$ cat src/rtl/cpu_seq_pkg.sv
// Shared types and defaults for the multi-cycle instruction sequencer.
package cpu_seq_pkg;

  localparam int CNT_W_DEF       = 16;
  localparam int MEM_TIMEOUT_DEF = 16;

  typedef enum logic [2:0] {
    S_IDLE,
    S_FETCH,
    S_DECODE,
    S_EXEC,
    S_MEM,
    S_WB,
    S_DONE
  } seq_state_t;

endpackage

$ cat src/rtl/cpu_sequencer_mem_wait_timer.sv
// Up-counter for cycles spent waiting on data memory. It is held at zero while
// clear is high and flags the last permitted wait cycle on terminal.
module mem_wait_timer #(
  parameter int LIMIT = 16
) (
  input  logic clk,
  input  logic rst_n,
  input  logic clear,
  input  logic inc,
  output logic terminal
);

  localparam int W = $clog2(LIMIT + 1);

  logic [W-1:0] count;

  // NOTE: sequential state uses non-blocking assignments so every register
  // samples pre-edge values regardless of process evaluation order.
  always_ff @(posedge clk or negedge rst_n) begin
    if (!rst_n) begin
      count <= '0;
    end else if (clear) begin
      count <= '0;
    end else if (inc && !terminal) begin
      count <= count + 1'b1;
    end
  end

  // The count equals LIMIT-1 during the LIMIT-th wait cycle.
  assign terminal = (count == W'(LIMIT - 1));

endmodule

$ cat src/rtl/cpu_sequencer.sv
// Multi-cycle sequencer: FETCH/DECODE/EXEC/[MEM]/WB with a memory-wait timeout,
// a start/done host handshake and saturating cycle/instruction counters.
module cpu_sequencer
  import cpu_seq_pkg::*;
#(
  parameter int CNT_W       = CNT_W_DEF,
  parameter int MEM_TIMEOUT = MEM_TIMEOUT_DEF
) (
  input  logic             clk,
  input  logic             rst_n,
  input  logic             start,
  input  logic             halt,
  input  logic             RegWrite,
  input  logic             ReadMem,
  input  logic             MemWrite,
  input  logic             mem_ready,
  output logic             ir_load,
  output logic             pc_en,
  output logic             reg_we,
  output logic             mem_re,
  output logic             mem_we,
  output logic             busy,
  output logic             done,
  output logic             err,
  output logic [CNT_W-1:0] cycle_count,
  output logic [CNT_W-1:0] instr_count
);

  seq_state_t state;
  seq_state_t next_state;
  logic       wait_tc;
  logic       launch;
  logic       mem_timeout;

  mem_wait_timer #(
    .LIMIT(MEM_TIMEOUT)
  ) u_mem_wait_timer (
    .clk     (clk),
    .rst_n   (rst_n),
    .clear   (state != S_MEM),
    .inc     ((state == S_MEM) && !mem_ready),
    .terminal(wait_tc)
  );

  assign launch      = ((state == S_IDLE) || (state == S_DONE)) && start;
  assign mem_timeout = (state == S_MEM) && !mem_ready && wait_tc;

  always_ff @(posedge clk or negedge rst_n) begin
    if (!rst_n) begin
      state <= S_IDLE;
    end else begin
      state <= next_state;
    end
  end

  // NOTE: every signal assigned here gets a default first, so no path through
  // the case statement can leave one unassigned and infer a latch.
  always_comb begin
    next_state = state;
    ir_load    = 1'b0;
    pc_en      = 1'b0;
    reg_we     = 1'b0;
    mem_re     = 1'b0;
    mem_we     = 1'b0;
    busy       = 1'b1;
    done       = 1'b0;
    unique case (state)
      S_IDLE: begin
        busy = 1'b0;
        if (start) next_state = S_FETCH;
      end
      S_FETCH: begin
        ir_load    = 1'b1;
        next_state = S_DECODE;
      end
      S_DECODE: begin
        next_state = halt ? S_DONE : S_EXEC;
      end
      S_EXEC: begin
        next_state = (ReadMem || MemWrite) ? S_MEM : S_WB;
      end
      S_MEM: begin
        // A read takes precedence if the decoder ever flags both accesses.
        mem_re = ReadMem;
        mem_we = MemWrite && !ReadMem;
        if (mem_ready)    next_state = S_WB;
        else if (wait_tc) next_state = S_DONE;
      end
      S_WB: begin
        pc_en      = 1'b1;
        reg_we     = RegWrite;
        next_state = S_FETCH;
      end
      S_DONE: begin
        busy = 1'b0;
        done = 1'b1;
        if (start) next_state = S_FETCH;
      end
      default: begin
        busy       = 1'b0;
        next_state = S_IDLE;
      end
    endcase
  end

  always_ff @(posedge clk or negedge rst_n) begin
    if (!rst_n) begin
      cycle_count <= '0;
      instr_count <= '0;
      err         <= 1'b0;
    end else if (launch) begin
      cycle_count <= '0;
      instr_count <= '0;
      err         <= 1'b0;
    end else begin
      if (busy && (cycle_count != '1)) cycle_count <= cycle_count + 1'b1;
      if ((state == S_WB) && (instr_count != '1)) instr_count <= instr_count + 1'b1;
      if (mem_timeout) err <= 1'b1;
    end
  end

endmodule

$ cat config.mk
export PLATFORM = sky130hd
export DESIGN_NAME = cpu_sequencer
export DESIGN_NICKNAME = d
export VERILOG_FILES = /design/src/rtl/cpu_seq_pkg.sv /design/src/rtl/cpu_sequencer_mem_wait_timer.sv /design/src/rtl/cpu_sequencer.sv
export SDC_FILE = /design/constraint.sdc
export NUM_CORES = 1
export LEC_CHECK = 0
export CAP_MARGIN = 20
export CORE_AREA = 2 2 81 83
export CTS_CLUSTER_DIAMETER = 80
export DETAILED_ROUTE_END_ITERATION = 6
export DIE_AREA = 0 0 83 85
export GPL_ROUTABILITY_DRIVEN = 0
export SETUP_SLACK_MARGIN = 0.3
export SYNTH_ARGS = -nofsm -noshare
export SYNTH_HDL_FRONTEND = slang
export SYNTH_SLANG_ARGS = --single-unit
$ cat constraint.sdc
create_clock -name clk -period 2.2 [get_ports clk]
set_clock_uncertainty 0.2 [all_clocks]
set_input_delay 0.44 -clock clk [delete_from_list [all_inputs] [get_ports clk]]
set_output_delay 0.44 -clock clk [all_outputs]
set_load 0.03 [all_outputs]
==> metrics <==
DR vias 2,418; total die area 7060 um2; syn nets 265; Commonest cells post-synth dfrtp_1 (41), nand2_1 (30), nand3_1 (19); synthesized cell area 2380 um2; Max-Cap Viols 0; Final Setup Violations 1; largest area contributor in the netlist dfrtp_1; initial core utilization 38.4%; vias in the first global route 2,249; DP Wirelength 4.13 mm; slew of the pin with the lowest slew margin 421 ps; Worst EP arrival 1580 ps; reg2reg setup slack 50 ps; Hold Vio Cnt, Final 0; Post-synth EDFFs 0; crit path max fanout 4; RSZ-0062 raised after global routing true; Die X 83 um; violated checks negative setup slack; R2R Path Start state[1]; Pwr Total 0.00357 W; die height 85 um; fin area 3980 um2; sequential area share after synthesis 43.0%; routed len/inst 16.1 um; row count 29; final slew viol count 0; largest net degree at the start of global routing 24; first-pass iteration count of the detailed router 4; R2R depth 10; Worst slew margin 71.8%; core area 6200 um2; Clock Path Buffers 2; Initial DRC Count 100; layout cell share with drive strength beyond 1 42.5%; Port Buf Inserts 47; Clock Sinks 41; crit path kind register to primary output; FFs w/ async S/R, synth 100%; CTS tree built; diode count 0; reg-to-reg endpoint instr_count[11]; hold_sp instr_count[7]; gr ovfl total 0; Multi-input gate area 1680 um2; post-place instance area 3120 um2; Clock transition at path regs 80 ps; PwrDens 896 nW/um2; worst vdd ir 0.599 mV; status complete, but fails checks; Vias/cell 5.56; Filler Cells Inserted 522; Layout area overhead 66.8%; clock root cell clkbuf_8; Final Cycle Share 101%; f_max 450 MHz; H-Tree Depth 2; Mean Syn Cell Area 9.43 um2; Ports 48; WP data required 1560 ps; synthesized instance count 253; crit path to mem_we; Yosys top cell area share 43.0%; LEAKAGE 1.72 nW; post-route ant nets 0; hold crit path type register to register; top post-synthesis cells by area dfrtp_1 (43%), mux2i_1 (6.3%), nand2_1 (4.7%); count of cell types in the netlist 49; antenna violations before repair 0; nets 369; launch point of the critical path state[1]; detailed-route wire length 7.01 mm; post-synthesis register bit count 41; Worst setup EP type primary output; DRC errors left 0; FF+latch area 1040 um2; fin crit period 2220 ps; most frequent cell after synthesis dfrtp_1; ys flop type dfrtp_1; first-pass GRT wire length 10.8 mm; cts bufs inserted 5; crit path launch type register; clk_lat worst skew 290 ps; synth warn 0; Tot GR Track Use 18.6%; hold slack 321 ps; PnR worst setup slack -20.9 ps
## per-stage QoR
stage	setup TNS, ps	std cells	util, %	worst slack [ps]
final	-20.9	435	64.1	-20.9
after floorplan	0	253	-	113
after detailed placement	0	382	50.3	9.07
after global placement	0	382	50.3	19.2
after global routing	-108	435	64.1	-67.5
after CTS	-2.85	419	57.2	-2.85
## worst max-delay path: stages, from the launching register on
cell and delay [ps]:
dfrtp_1 390, buf_6 130, or3b_4 410, nor3b_4 210
buf_6 150
## state kept, by name, indices dropped and copies added, names as in the netlist
register                count
cycle_count                16
instr_count                16
u_mem_wait_timer.count      5
state                       3
err                         1
## per-layer routing
layer	vias up	part of all wire, %	global-route usage (%)
li1	1166	-	-
met5	-	0	0
met1	1208	46	25.4
met4	0	0.20	5.07
met3	2	3.4	3.11
met2	42	51	30.9
## how the worst min path moves through the flow
stage	depth (start not counted)	slack, ps	endpoint
floorplan	0	-60	cycle_count[0]
global placement	1	190	instr_count[15]
detailed placement	1	190	instr_count[13]
CTS	1	310	instr_count[7]
global route	1	360	instr_count[7]
finish	1	320	instr_count[7]
## logic make-up (layout without fill, tap and decap cells)
kind of cell	Yosys count	in the layout	share of synthesized area (%)
simple gates	126	127	31.4
xor+xnor	4	4	1.47
fa+ha+maj	4	4	2.10
flops	41	41	43.0
buf+inv	18	122	3.46
compound gates	45	45	12.3
mux	15	15	6.30
## area by class of cell
type                       instances  share of cell area [%]
tap                               77                    2.42
clock buffer                       8                    2.26
inverter                           5                   0.692
timing repair buffer             109                    26.3
sequential                        41                    26.0
multi-input combinational        195                    42.3
## layout by cell type, fill, tap and decap left out, types with 3 or more instances in the layout
| cell | netlist | routed |
|---|---|---|
| nand3_4 | 0 | 3 |
| nand2b_1 | 4 | 4 |
| clkdlybuf4s50_1 | 0 | 6 |
| or4_4 | 0 | 4 |
| or3_4 | 0 | 3 |
| nor2_1 | 7 | 4 |
| or3_1 | 7 | 4 |
| a21oi_1 | 14 | 8 |
| and3_1 | 5 | 4 |
| and4_1 | 5 | 4 |
| nand3_1 | 19 | 8 |
| inv_1 | 4 | 3 |
| buf_12 | 0 | 3 |
| buf_6 | 1 | 34 |
| clkbuf_8 | 0 | 6 |
| nand2_1 | 30 | 26 |
| nor4_2 | 0 | 3 |
| mux2i_1 | 15 | 15 |
| dfrtp_2 | 0 | 8 |
| dlygate4sd2_1 | 0 | 33 |
| o31a_1 | 3 | 3 |
| or4_1 | 8 | 4 |
| buf_4 | 0 | 29 |
| a21oi_2 | 0 | 6 |
| dfrtp_1 | 41 | 33 |
| nand2_4 | 0 | 3 |
| o31ai_1 | 9 | 7 |
| ha_4 | 0 | 3 |
| nand4_1 | 7 | 7 |
| nand3_2 | 2 | 10 |
| o21ai_0 | 9 | 8 |
| nor3b_4 | 0 | 3 |
## what timing repair did
action,CTS,global route
setup endpoints to repair,59,36
pin swaps,11,42
hold buffers,1,0
resized for setup,85,69
gates cloned,1,0
buffers inserted,27,16
hold endpoints to repair,14,0
## where the power goes
part	total (W)	internal (W)	leakage, nW	switching [W]
sequential	0.000971	0.000860	0.548	0.000111
clock	0.000515	0.000256	0.0455	0.000258
combinational	0.00208	0.00105	1.13	0.00103
total	0.00357	0.00216	1.72	0.00140
(Power assumes the default switching activity.)
==> edit (same flow settings) <==
Change the package constant `MEM_TIMEOUT_DEF` from 16 to 32.
--- a/src/rtl/cpu_seq_pkg.sv
+++ b/src/rtl/cpu_seq_pkg.sv
@@ -4,3 +4,3 @@
   localparam int CNT_W_DEF       = 16;
-  localparam int MEM_TIMEOUT_DEF = 16;
+  localparam int MEM_TIMEOUT_DEF = 32;
 
Formal check against the unedited RTL: no difference found for any inputs over 10 cycles, from zero or initial values and one cycle with rst_n low; that may be too few to reach the edited logic, so the function may still have changed.
==> edit against the original RTL <==
Die area unchanged; setup slack gained 150 ps; sequential cell count rose by 1; synthesized area is 5.3% higher; critical path depth increased by 1; routed wire length is 6.2% lower; total power fell by 0.63%; synthesized cell count grew 1.6%; cell area shrank 5.1%; combinational power fell by 13%; critical endpoint is now reg_we.
==> edit: results (changes against the original RTL) <==
status -> finished clean
comb_multi_in -> 198 (+1.5%)
maximum fanout along the worst path -> 5 (+1)
biggest regs -> cycle_count x16, instr_count x16, u_mem_wait_timer.count x6
# nets final -> 357 (-3.3%)
Non-clk bufs -> 94 (-14%)
Critical Path End -> reg_we
leakage -> 1.79 nW (+4.0%)
final WL -> 6.58 mm (-6.2%)
largest net degree at the start of global routing -> 43 (+79%)
Sw Share -> 37.6% (-1.7 points)
placed cell areas -> 3140 um2 (+0.64%)
fill count -> 546 (+4.6%)
top post-synthesis cells by count -> dfrtp_1, nand2_1, mux2i_1
post-synthesis sequential area ratio -> 41.9% (-1.2 points)
hold endpoint -> instr_count[6]$_DFFE_PN0P_
Worst Setup SP -> state[2]$_DFFE_PN0P_
hold_sp -> instr_count[6]$_DFFE_PN0P_
R2R Setup Slk -> 190 ps (+140 ps)
vias in the first global route -> 2092 (-7.0%)
area taken by multi-input logic gates -> 1580 um2 (-5.9%)
Final clock-cell share -> 3.64% (+1.4 points)
post-synthesis mux area share -> 7.17% (+0.88 points)
synth top area cells -> dfrtp_1, mux2i_1, nand2_1
Place WS -> 58.6 ps (+49.6 ps)
xor/xnor cell area share of the yosys netlist -> 2.09% (+0.62 points)
register area -> 1060 um2 (+2.4%)
fraction of area in multi-input gates -> 41.9% (-0.38 points)
==> edit: cell count changes after synthesis, moves of 4 or more <==
| cell | change |
|---|---|
| o21ai_1 | +6 |
| buf_2 | -4 |
| nor2_1 | +6 |
| nand3_1 | -9 |
| o211ai_1 | +4 |
==> edit: layer usage <==
metal	global-route usage (%)	vias to the layer above	wire [um]
met2	27.2	50	3160
met4	5.37	0	83
met1	25.1	1177	3060
li1	-	1151	-
met5	0	-	0
met3	3.02	5	269
==> edit: what timing repair did <==
item,CTS,global route
gates cloned,0,2
hold endpoints to repair,42,0
setup endpoints to repair,51,44
gates resized for setup,60,53
pin swaps,2,14
hold buffers,1,0
buffers inserted,8,22
==> edit: critical path, cell delays in order (launching register included) <==
cell and delay, ps:
dfrtp_1 400, buf_6 130, buf_8 110, and3b_2 230
and2_4 140, buf_6 130
